[src/rtl/adder_pkg.sv]
// -----------------------------------------------------------------------------
// adder_pkg
// Shared constants and helpers for the sync_adder datapath and its result sink.
//   ADDER_WIDTH_DEFAULT : default adder operand width
//   SAT_MAX_W           : widest accumulator sat_add can handle
//   sum_width(w)        : width of an adder sum for w-bit operands (carry kept)
//   sat_add(a, v, w)    : saturating a + v limited to w bits, returns {sat, result}
// -----------------------------------------------------------------------------
package adder_pkg;

    localparam int unsigned ADDER_WIDTH_DEFAULT = 8;
    localparam int unsigned SAT_MAX_W           = 64;

    function automatic int unsigned sum_width(input int unsigned w);
        return w + 1;
    endfunction

    // Operands arrive zero-extended to SAT_MAX_W bits; the extra result bit
    // catches the carry so that even a full-width accumulator saturates
    // correctly. Result is {sat_flag, value}.
    function automatic logic [SAT_MAX_W:0] sat_add(input logic [SAT_MAX_W-1:0] acc,
                                                   input logic [SAT_MAX_W-1:0] val,
                                                   input int unsigned          accw);
        logic [SAT_MAX_W:0] sum;
        logic [SAT_MAX_W:0] limit;
        sum   = {1'b0, acc} + {1'b0, val};
        limit = ({{SAT_MAX_W{1'b0}}, 1'b1} << accw) - {{SAT_MAX_W{1'b0}}, 1'b1};
        if (sum > limit) begin
            return {1'b1, limit[SAT_MAX_W-1:0]};
        end
        return {1'b0, sum[SAT_MAX_W-1:0]};
    endfunction

endpackage

[src/rtl/adder_result_sink_fifo.sv]
// -----------------------------------------------------------------------------
// sync_fifo_fwft
// First-word-fall-through FIFO with an explicit occupancy counter.
//   clk_i, rst_i   : clock, asynchronous active-high reset
//   clear_i        : synchronous flush, wins over push and pop
//   push_i, data_i : write request and data (no backpressure on the writer)
//   ready_i        : consumer takes the head this cycle
//   valid_o/data_o : head of the queue, driven from registered state only
//   count_o        : occupancy 0..Depth; full_o / empty_o decoded from it
//   accept_o       : the write request is stored this cycle
//   drop_o         : the write request is lost (full and no pop)
// -----------------------------------------------------------------------------
module sync_fifo_fwft #(
    parameter int unsigned Width = 9,
    parameter int unsigned Depth = 4,
    localparam int unsigned PtrW = $clog2(Depth),
    localparam int unsigned CntW = PtrW + 1
) (
    input  logic             clk_i,
    input  logic             rst_i,
    input  logic             clear_i,
    input  logic             push_i,
    input  logic [Width-1:0] data_i,
    input  logic             ready_i,
    output logic             valid_o,
    output logic [Width-1:0] data_o,
    output logic [CntW-1:0]  count_o,
    output logic             full_o,
    output logic             empty_o,
    output logic             accept_o,
    output logic             drop_o
);

    logic [Width-1:0] mem_q [Depth];
    logic [Width-1:0] mem_d [Depth];
    logic [PtrW-1:0]  wr_ptr_q, wr_ptr_d;
    logic [PtrW-1:0]  rd_ptr_q, rd_ptr_d;
    logic [CntW-1:0]  count_q, count_d;
    logic             full, empty, pop;

    assign empty   = (count_q == '0);
    assign full    = (count_q == CntW'(Depth));
    assign valid_o = !empty;
    // Storage is zeroed on reset/clear, so the head reads 0 in the idle state.
    assign data_o  = mem_q[rd_ptr_q];
    assign count_o = count_q;
    assign full_o  = full;
    assign empty_o = empty;

    always_comb begin
        pop      = valid_o & ready_i & !clear_i;
        // A pop frees the head slot on the same edge, so a full FIFO still accepts.
        accept_o = push_i & (!full | pop) & !clear_i;
        drop_o   = push_i & full & !pop & !clear_i;

        mem_d    = mem_q;
        wr_ptr_d = wr_ptr_q;
        rd_ptr_d = rd_ptr_q;
        count_d  = count_q;

        if (clear_i) begin
            mem_d    = '{default: '0};
            wr_ptr_d = '0;
            rd_ptr_d = '0;
            count_d  = '0;
        end else begin
            if (accept_o) begin
                mem_d[wr_ptr_q] = data_i;
                wr_ptr_d        = wr_ptr_q + PtrW'(1);
            end
            if (pop) begin
                rd_ptr_d = rd_ptr_q + PtrW'(1);
            end
            unique case ({accept_o, pop})
                2'b10:   count_d = count_q + CntW'(1);
                2'b01:   count_d = count_q - CntW'(1);
                default: count_d = count_q;
            endcase
        end
    end

    always_ff @(posedge clk_i or posedge rst_i) begin
        if (rst_i) begin
            mem_q    <= '{default: '0};
            wr_ptr_q <= '0;
            rd_ptr_q <= '0;
            count_q  <= '0;
        end else begin
            mem_q    <= mem_d;
            wr_ptr_q <= wr_ptr_d;
            rd_ptr_q <= rd_ptr_d;
            count_q  <= count_d;
        end
    end

endmodule

[src/rtl/adder_result_sink.sv]
// -----------------------------------------------------------------------------
// adder_result_sink
// Receiving end of sync_adder: buffers every valid sum in a small FWFT FIFO,
// hands results downstream on ready/valid, and keeps a saturating running
// total plus sticky overflow (sum dropped) and acc_sat (total clipped) flags.
//   clk, rst          : clock, asynchronous active-high reset
//   clear             : synchronous flush of FIFO, acc and both sticky flags
//   in_valid, in_sum  : adder result stream (no backpressure)
//   out_valid/out_ready/out_data : downstream handshake, head of FIFO
//   count, full, empty: FIFO occupancy status
//   overflow          : sticky, a valid sum arrived while full with no pop
//   acc, acc_sat      : saturating sum of accepted results, sticky saturation
// -----------------------------------------------------------------------------
module adder_result_sink
    import adder_pkg::*;
#(
    parameter int unsigned WIDTH     = ADDER_WIDTH_DEFAULT,
    parameter int unsigned DEPTH     = 4,
    parameter int unsigned ACC_WIDTH = 16
) (
    input  logic                           clk,
    input  logic                           rst,
    input  logic                           clear,
    input  logic                           in_valid,
    input  logic [sum_width(WIDTH)-1:0]    in_sum,
    output logic                           out_valid,
    input  logic                           out_ready,
    output logic [sum_width(WIDTH)-1:0]    out_data,
    output logic [$clog2(DEPTH):0]         count,
    output logic                           full,
    output logic                           empty,
    output logic                           overflow,
    output logic [ACC_WIDTH-1:0]           acc,
    output logic                           acc_sat
);

    localparam int unsigned SumW = sum_width(WIDTH);

    logic                 accept, drop;
    logic                 overflow_q, overflow_d;
    logic [ACC_WIDTH-1:0] acc_q, acc_d;
    logic                 acc_sat_q, acc_sat_d;
    logic [SAT_MAX_W:0]   sat_res;
    logic                 unused_sat_res;

    sync_fifo_fwft #(
        .Width (SumW),
        .Depth (DEPTH)
    ) u_fifo (
        .clk_i    (clk),
        .rst_i    (rst),
        .clear_i  (clear),
        .push_i   (in_valid),
        .data_i   (in_sum),
        .ready_i  (out_ready),
        .valid_o  (out_valid),
        .data_o   (out_data),
        .count_o  (count),
        .full_o   (full),
        .empty_o  (empty),
        .accept_o (accept),
        .drop_o   (drop)
    );

    assign sat_res        = sat_add(SAT_MAX_W'(acc_q), SAT_MAX_W'(in_sum), ACC_WIDTH);
    // Upper bits of sat_res beyond ACC_WIDTH are always zero by construction.
    assign unused_sat_res = ^sat_res;

    always_comb begin
        overflow_d = overflow_q;
        acc_d      = acc_q;
        acc_sat_d  = acc_sat_q;
        if (clear) begin
            overflow_d = 1'b0;
            acc_d      = '0;
            acc_sat_d  = 1'b0;
        end else begin
            if (drop) begin
                overflow_d = 1'b1;
            end
            // Only stored sums count; dropped ones leave the total untouched.
            if (accept) begin
                acc_d     = sat_res[ACC_WIDTH-1:0];
                acc_sat_d = acc_sat_q | sat_res[SAT_MAX_W];
            end
        end
    end

    always_ff @(posedge clk or posedge rst) begin
        if (rst) begin
            overflow_q <= 1'b0;
            acc_q      <= '0;
            acc_sat_q  <= 1'b0;
        end else begin
            overflow_q <= overflow_d;
            acc_q      <= acc_d;
            acc_sat_q  <= acc_sat_d;
        end
    end

    assign overflow = overflow_q;
    assign acc      = acc_q;
    assign acc_sat  = acc_sat_q;

endmodule

[config.mk]
export PLATFORM = sky130hd
export DESIGN_NAME = adder_result_sink
export DESIGN_NICKNAME = d
export VERILOG_FILES = /design/src/rtl/adder_pkg.sv /design/src/rtl/adder_result_sink_fifo.sv /design/src/rtl/adder_result_sink.sv
export SDC_FILE = /design/constraint.sdc
export NUM_CORES = 1
export LEC_CHECK = 0
export CORE_AREA = 4 4 115 117
export CTS_BUF_LIST = sky130_fd_sc_hd__clkbuf_8 sky130_fd_sc_hd__clkbuf_16
export DETAILED_ROUTE_END_ITERATION = 10
export DIE_AREA = 0 0 119 121
export GPL_TIMING_DRIVEN = 0
export PLACE_DENSITY_LB_ADDON = 0.25
export SLEW_MARGIN = 20
export SYNTH_ARGS = -nofsm -noshare
export SYNTH_HDL_FRONTEND = slang
export SYNTH_SLANG_ARGS = --single-unit
[constraint.sdc]
create_clock -name clk -period 2.9 [get_ports clk]
set_input_delay 0.29 -clock clk [delete_from_list [all_inputs] [get_ports clk]]
set_output_delay 0.29 -clock clk [all_outputs]
set_load 0.1 [all_outputs]
==> results of run 1 <==
==> timing repair <==
item | 4_1_cts | 5_1_grt
gates cloned | 0 | 0
setup endpoints to repair | 19 | 10
gates resized for setup | 27 | 2
==> routing by layer <==
metal	wire length (um)	vias to the layer above	global-route usage (%)
met5	0	-	0
met4	157	0	6.01
met3	409	13	2.38
met2	4610	59	22.9
met1	4130	1333	16.7
li1	-	1346	-
==> cells in the mapped netlist, types with 5 or more instances <==
master	number
dfrtp_1	61
nand2_1	46
a21oi_1	45
nand3_1	40
nor2_1	18
ha_1	13
inv_1	12
o21ai_2	10
mux4_2	9
buf_1	8
clkbuf_1	8
xnor2_1	8
o21ai_0	7
mux2i_1	6
a211oi_1	5
xor2_1	5
==> state kept, by name, indices dropped and copies added, names as in the netlist <==
signal / count
acc: 16
acc_sat: 1
overflow: 1
u_fifo.count_o: 3
u_fifo.mem_q: 36
u_fifo.rd_ptr_q: 2
u_fifo.wr_ptr_q: 2
==> cell type report <==
type                    count  area (sq um)  area share (%)
plain buffers              21           106            2.41
repair buffers             45           478            10.8
clock buffers              10           239            5.41
inverters                  12          47.5            1.08
well taps                 172           215            4.87
clock inverters             6          62.6            1.42
multi-input cells         251          1740            39.3
flip-flops and latches     61          1530            34.7
==> critical path, stage by stage, from the launching register on <==
cell,delay (ns)
dfrtp_1,0.36
clkdlybuf4s15_1,0.69
mux4_2,0.61
clkdlybuf4s15_2,0.48
==> metrics by stage <==
stage          TNS (ns)  utilization [%]
2_1_floorplan         0                -
3_3_place_gp     -12.71             32.9
6_report              0             35.8
3_5_place_dp      -6.24             33.2
4_1_cts               0             35.7
5_1_grt               0             35.8
==> power groups by stage <==
| stage | Combinational [W] | Sequential (W) | Clock [W] |
|---|---|---|---|
| floorplan | 0.000583 | 0.00117 | 0 |
| global placement | 0.00101 | 0.000978 | 0 |
| detailed placement | 0.00103 | 0.000981 | 0 |
| CTS | 0.00103 | 0.000967 | 0.00109 |
| global route | 0.00109 | 0.000974 | 0.00113 |
| finish | 0.00102 | 0.000965 | 0.00107 |
==> how the worst max path moves through the flow <==
stage,from,to,cells past startpoint
6_report,u_fifo.rd_ptr_q[0],out_data[7],3
5_1_grt,u_fifo.rd_ptr_q[0],out_data[7],3
4_1_cts,in_sum[1],acc[6],10
3_5_place_dp,in_sum[0],acc[10],11
3_3_place_gp,in_sum[0],acc_sat,11
2_1_floorplan,acc[0],acc_sat,10
==> cells by family after synthesis <==
kind of cell / count (synthesis)
compound gates: 90
fa+ha+maj: 15
mux: 15
flops: 61
buf+inv: 33
simple gates: 118
xor+xnor: 13
==> reports/qor.yml, run 1 <==
worst_slew_pin_slew_ns: 0.990
instances_no_fill: 578
max_freq_mhz: 360
rsz0062_at_grt: "false"
hold_viol_final: 0
firstDrtPassIters: 4
grt-ovfl-total: 0
final_nets: 430
diodes: 0
synth_compound_area_share_pct: 17.2
die-area_sq_um: 14400
vdd_drop_max_mv: 0.286
synth_cell_type_count: 42
max-clock-path-buffers: 2
track_usage_pct: 13.5
area_delta_synth_final_pct: 30.9
rows: 41
post_cts_buffers: 0
power_frac_seq_pct: 31.6
gp_congestion: 0.843
yosysTopAreaCell: "dfrtp_1"
wire_per_inst_um: 16.1
synth_cells: 345
nFillCells: 1253
p_comb_share_pct: 33.3
dp.cells: 562
cts_sinks: 61
numCtsBuffers: 9
antenna_found_initial: 0
hold_buffers: 0
avgSynthCellArea_sq_um: 9.79
cap_violations: 0
fin_crit_sh_pct: 95.8
arrival_ns: 2.49
timing.rr.start: "acc[0]"
synth.top_cell.area_share_pct: 45.2
vias_per_cell: 4.76
grt_first_pass_wirelength_um: 14900
drive_gt1_share_pct: 16.0
syn_nets: 374
dpl.hpwl_um: 6530
slew_violations: 0
layout_common_cells: "dfrtp_1 (56), nand2_1 (46), a21oi_1 (44)"
synthesis.area_sq_um: 3380
dr.first_iter.drc_count: 112
ant_nets: 0
p_per_area_nw_per_um2: 691
cts.htree.levels: 3
initial_utilization_pct: 27.3
final_common_cell: "dfrtp_1"
stdcell_area_sq_um: 4420
p_switching_w: 0.00117
reg2reg_depth: 10
synthSimpleGateAreaFrac_pct: 16.2
ys_seq_elements: 61
die_w_um: 119
synth_top_family_by_area: "compound AO/OA/AOI/OAI gates"
hold_slack_ns: 0.219
cts_tree: "yes"
vias: 2751
p_total_w: 0.00306
reg2reg_to: "acc[6]"
synth_flop_cell: "dfrtp_1"
yosys_warnings: 0
place_area_sq_um: 4100
grt_pass1_vias: 2849
io_pins: 47
synth.area.top_cells: "dfrtp_1 (45%), a21oi_1 (6.7%), mux4_2 (6.0%), nand3_1 (5.9%), nand2_1 (5.1%)"
cp.required_ns: 2.61
async_flop_share_pct: 100
worst_slack_ns: 0.122
clockRootBuffer: "clkbuf_16"
synthXorXnorAreaFrac_pct: 3.37
crit_fanout: 10
core_sq_um: 12400
startpoint_type: "register"
drc: 0
reg2reg_setup_slack_ns: 0.24
io_buffers: 44
clk_pin_slew_worst_paths_ns: 0.05
synthMuxAreaShare_pct: 7.78
period_needed_ns: 2.78
intPower_w: 0.00189
critical_path_class: "register to primary output"
setup_viol: 0
clockPowerShare_pct: 35.1
clk_latency_ns: 0.33
leakagePower_nw: 1.81
grt_max_degree: 52
synthAdderAreaFrac_pct: 6.00
slew_headroom_pct: 33.8
dp_slack_ns: -0.444
skew_ns: 0.00514
chipHeight_um: 121
synth_edf_count: 0
drt_wl_total_um: 9310
synth-seq-area-share_pct: 45.2
status: "finished, final reports clean"
p_sw_share_pct: 38.2
crit_path_end_kind: "primary output"
hp-class: "primary input to async pin"
Power figures use the tool's default switching activity.
==> run 2, diff against run 1 <==
--- a/config.mk
+++ b/config.mk
@@ -5,10 +5,10 @@
 export SDC_FILE = /design/constraint.sdc
 export NUM_CORES = 1
 export LEC_CHECK = 0
-export CORE_AREA = 4 4 115 117
+export CORE_AREA = 4 4 121 112
 export CTS_BUF_LIST = sky130_fd_sc_hd__clkbuf_8 sky130_fd_sc_hd__clkbuf_16
 export DETAILED_ROUTE_END_ITERATION = 10
-export DIE_AREA = 0 0 119 121
+export DIE_AREA = 0 0 125 116
 export GPL_TIMING_DRIVEN = 0
 export PLACE_DENSITY_LB_ADDON = 0.25
 export SLEW_MARGIN = 20
==> reports/qor.yml, run 2 (same netlist as run 1, synthesis figures left out) <==
status: "finished, final reports clean"
reg2reg_to: "acc[6]"
leakagePower_nw: 1.82  # +0.35%
diodes: 0  # unchanged
grt-ovfl-total: 0  # unchanged
vias_per_cell: 4.82  # +1.2%
crit_path_start: "in_sum[1]"
path_cells: "clkdlybuf4s50_1 -> inv_1 -> fa_1 -> nand2b_1 -> a21oi_2 -> o221a_2 -> o21bai_4 -> or4b_4 -> buf_6 -> o21ai_2"
hold_buffers: 0  # unchanged
largest_register_ffs: 36  # unchanged
cp.required_ns: 3.15  # +0.54 ns
gp_congestion: 0.881  # +4.5%
io_pins: 47  # unchanged
dpl.hpwl_um: 6420  # -1.8%
area_delta_synth_final_pct: 30.8  # about the same
hp-class: "primary input to async pin"
startpoint_type: "primary input"
skew_ns: 0.00718  # +0.00205 ns
p_per_area_nw_per_um2: 699  # +1.1%
max_freq_mhz: 361  # +0.33%
timing.rr.start: "acc[0]"
chipHeight_um: 116  # -4.1%
p_total_w: 0.00309  # +1.1%
clockRootBuffer: "clkbuf_16"
track_usage_pct: 13.2  # -0.22 points
largest_register: "u_fifo.mem_q"
rsz0062_at_grt: "false"
core_sq_um: 12400  # +0.25%
final_common_cell: "dfrtp_1"
dr.first_iter.drc_count: 141  # +26%
worst_path_max_delay_cell: "clkdlybuf4s50_1"
slew_headroom_pct: 34.7  # +0.89 points
max-clock-path-buffers: 2  # unchanged
final_nets: 430  # unchanged
slew_violations: 0  # unchanged
cap_violations: 0  # unchanged
layout_common_cells: "dfrtp_1 (56), nand2_1 (46), a21oi_1 (44)"
rows: 39  # -4.9%
drt_wl_total_um: 9210  # -1.0%
arrival_ns: 3.02  # +0.53 ns
cp-endpoint: "acc[6]"
antenna_found_initial: 0  # unchanged
crit_path_end_kind: "register"
cts.htree.levels: 3  # unchanged
drive_gt1_share_pct: 15.8  # -0.25 points
fin_util_pct: 35.7  # -0.10 points
worst_slack_ns: 0.131  # +0.00925 ns
reg2reg_depth: 10  # unchanged
initial_utilization_pct: 27.3  # -0.069 points
critical_path_class: "primary input to register"
firstDrtPassIters: 4  # unchanged
vias: 2746  # -0.18%
drc: 0  # unchanged
grt_max_degree: 50  # -3.8%
dp_slack_ns: -0.404  # +0.0393 ns
crit_fanout: 10  # unchanged
setup_viol: 0  # unchanged
period_needed_ns: 2.77  # -0.00925 ns
io_buffers: 44  # unchanged
die_w_um: 125  # +5.0%
numCtsBuffers: 9  # unchanged
cts_sinks: 61  # unchanged
vdd_drop_max_mv: 0.307  # +7.2%
ant_nets: 0  # unchanged
reg2reg_setup_slack_ns: 0.28  # +0.04 ns
wire_per_inst_um: 16.2  # +0.37%
die-area_sq_um: 14500  # +0.70%
max_stage_delay_ns: 0.59  # -0.10 ns
clk_pin_slew_worst_paths_ns: 0.05  # about the same
cts_tree: "yes"
grt_first_pass_wirelength_um: 15200  # +1.9%
fin_crit_sh_pct: 95.5  # -0.32 points
grt_pass1_vias: 2951  # +3.6%
hold_viol_final: 0  # unchanged
worst_slew_pin_slew_ns: 0.977  # -0.0133 ns
clk_latency_ns: 0.32  # about the same
## run 2: cell types whose count changed in the layout (fill, tap and decap cells not counted)
cell / before / now
inv_1: 11 / 12
clkbuf_8: 1 / 3
clkinvlp_4: 3 / 1
dlymetal6s2s_1: 1 / 0
clkdlybuf4s50_1: 33 / 34
clkinv_2: 2 / 1
## run 2: worst min-delay path by stage
stage                     startpoint               end  slack [ns]  cells past startpoint
final                            rst            acc[2]        0.24                      2
after global routing             rst            acc[3]        0.26                      2
after CTS                        rst            acc[2]        0.24                      2
after detailed placement    overflow          overflow        0.51                      2
after global placement      overflow          overflow        0.50                      2
after floorplan            in_sum[1]  u_fifo.mem_q[10]        0.43                      2
## run 2: critical path: cells and delay by family
| kind | cells | cell delay (ns) |
|---|---|---|
| compound gates | 4 | 0.63 |
| fa+ha+maj | 1 | 0.45 |
| buf+inv | 3 | 0.88 |
| simple gates | 2 | 0.77 |
## run 2: where the power goes
group | total [W] | switching, W | internal [W]
clock | 0.00111 | 0.000375 | 0.000730
sequential | 0.000964 | 0.0000528 | 0.000911
combinational | 0.00102 | 0.000726 | 0.000292
total | 0.00309 | 0.00115 | 0.00193
## run 2: area by class of cell
| type | count | area (sq um) |
|---|---|---|
| Clock inverter | 4 | 46.3 |
| Sequential cell | 61 | 1530 |
| Fill cell | 1279 | 7980 |
| Tap cell | 164 | 205 |
| Inverter | 12 | 47.5 |
| Timing Repair Buffer | 45 | 475 |
| Buffer | 21 | 106 |
| Multi-Input combinational cell | 251 | 1740 |
| Clock buffer | 12 | 267 |
## run 2: repair_timing
item	in CTS	in global routing
pin swaps	0	0
gates cloned	0	0
gates resized for setup	27	1
endpoints found under the hold margin	0	0
setup endpoints to repair	19	10
buffers inserted	0	0
## run 2: metal layers
metal | vias up | share of wire, % | track usage, %
li1 | 1341 | - | -
met1 | 1333 | 47 | 17.2
met2 | 63 | 48 | 21.9
met3 | 9 | 4.4 | 3.23
met4 | 0 | 1.1 | 4.41
met5 | - | 0 | 0
## run 2: per-stage QoR
stage	hold slack [ns]	std cells	cell area (sq um)	TNS [ns]
finish	0.242	570	4420	0
global route	0.257	570	4420	0
CTS	0.239	570	4420	0
detailed placement	0.506	554	4090	-5.22
global placement	0.498	553	4060	-14.13
floorplan	0.432	345	3410	0
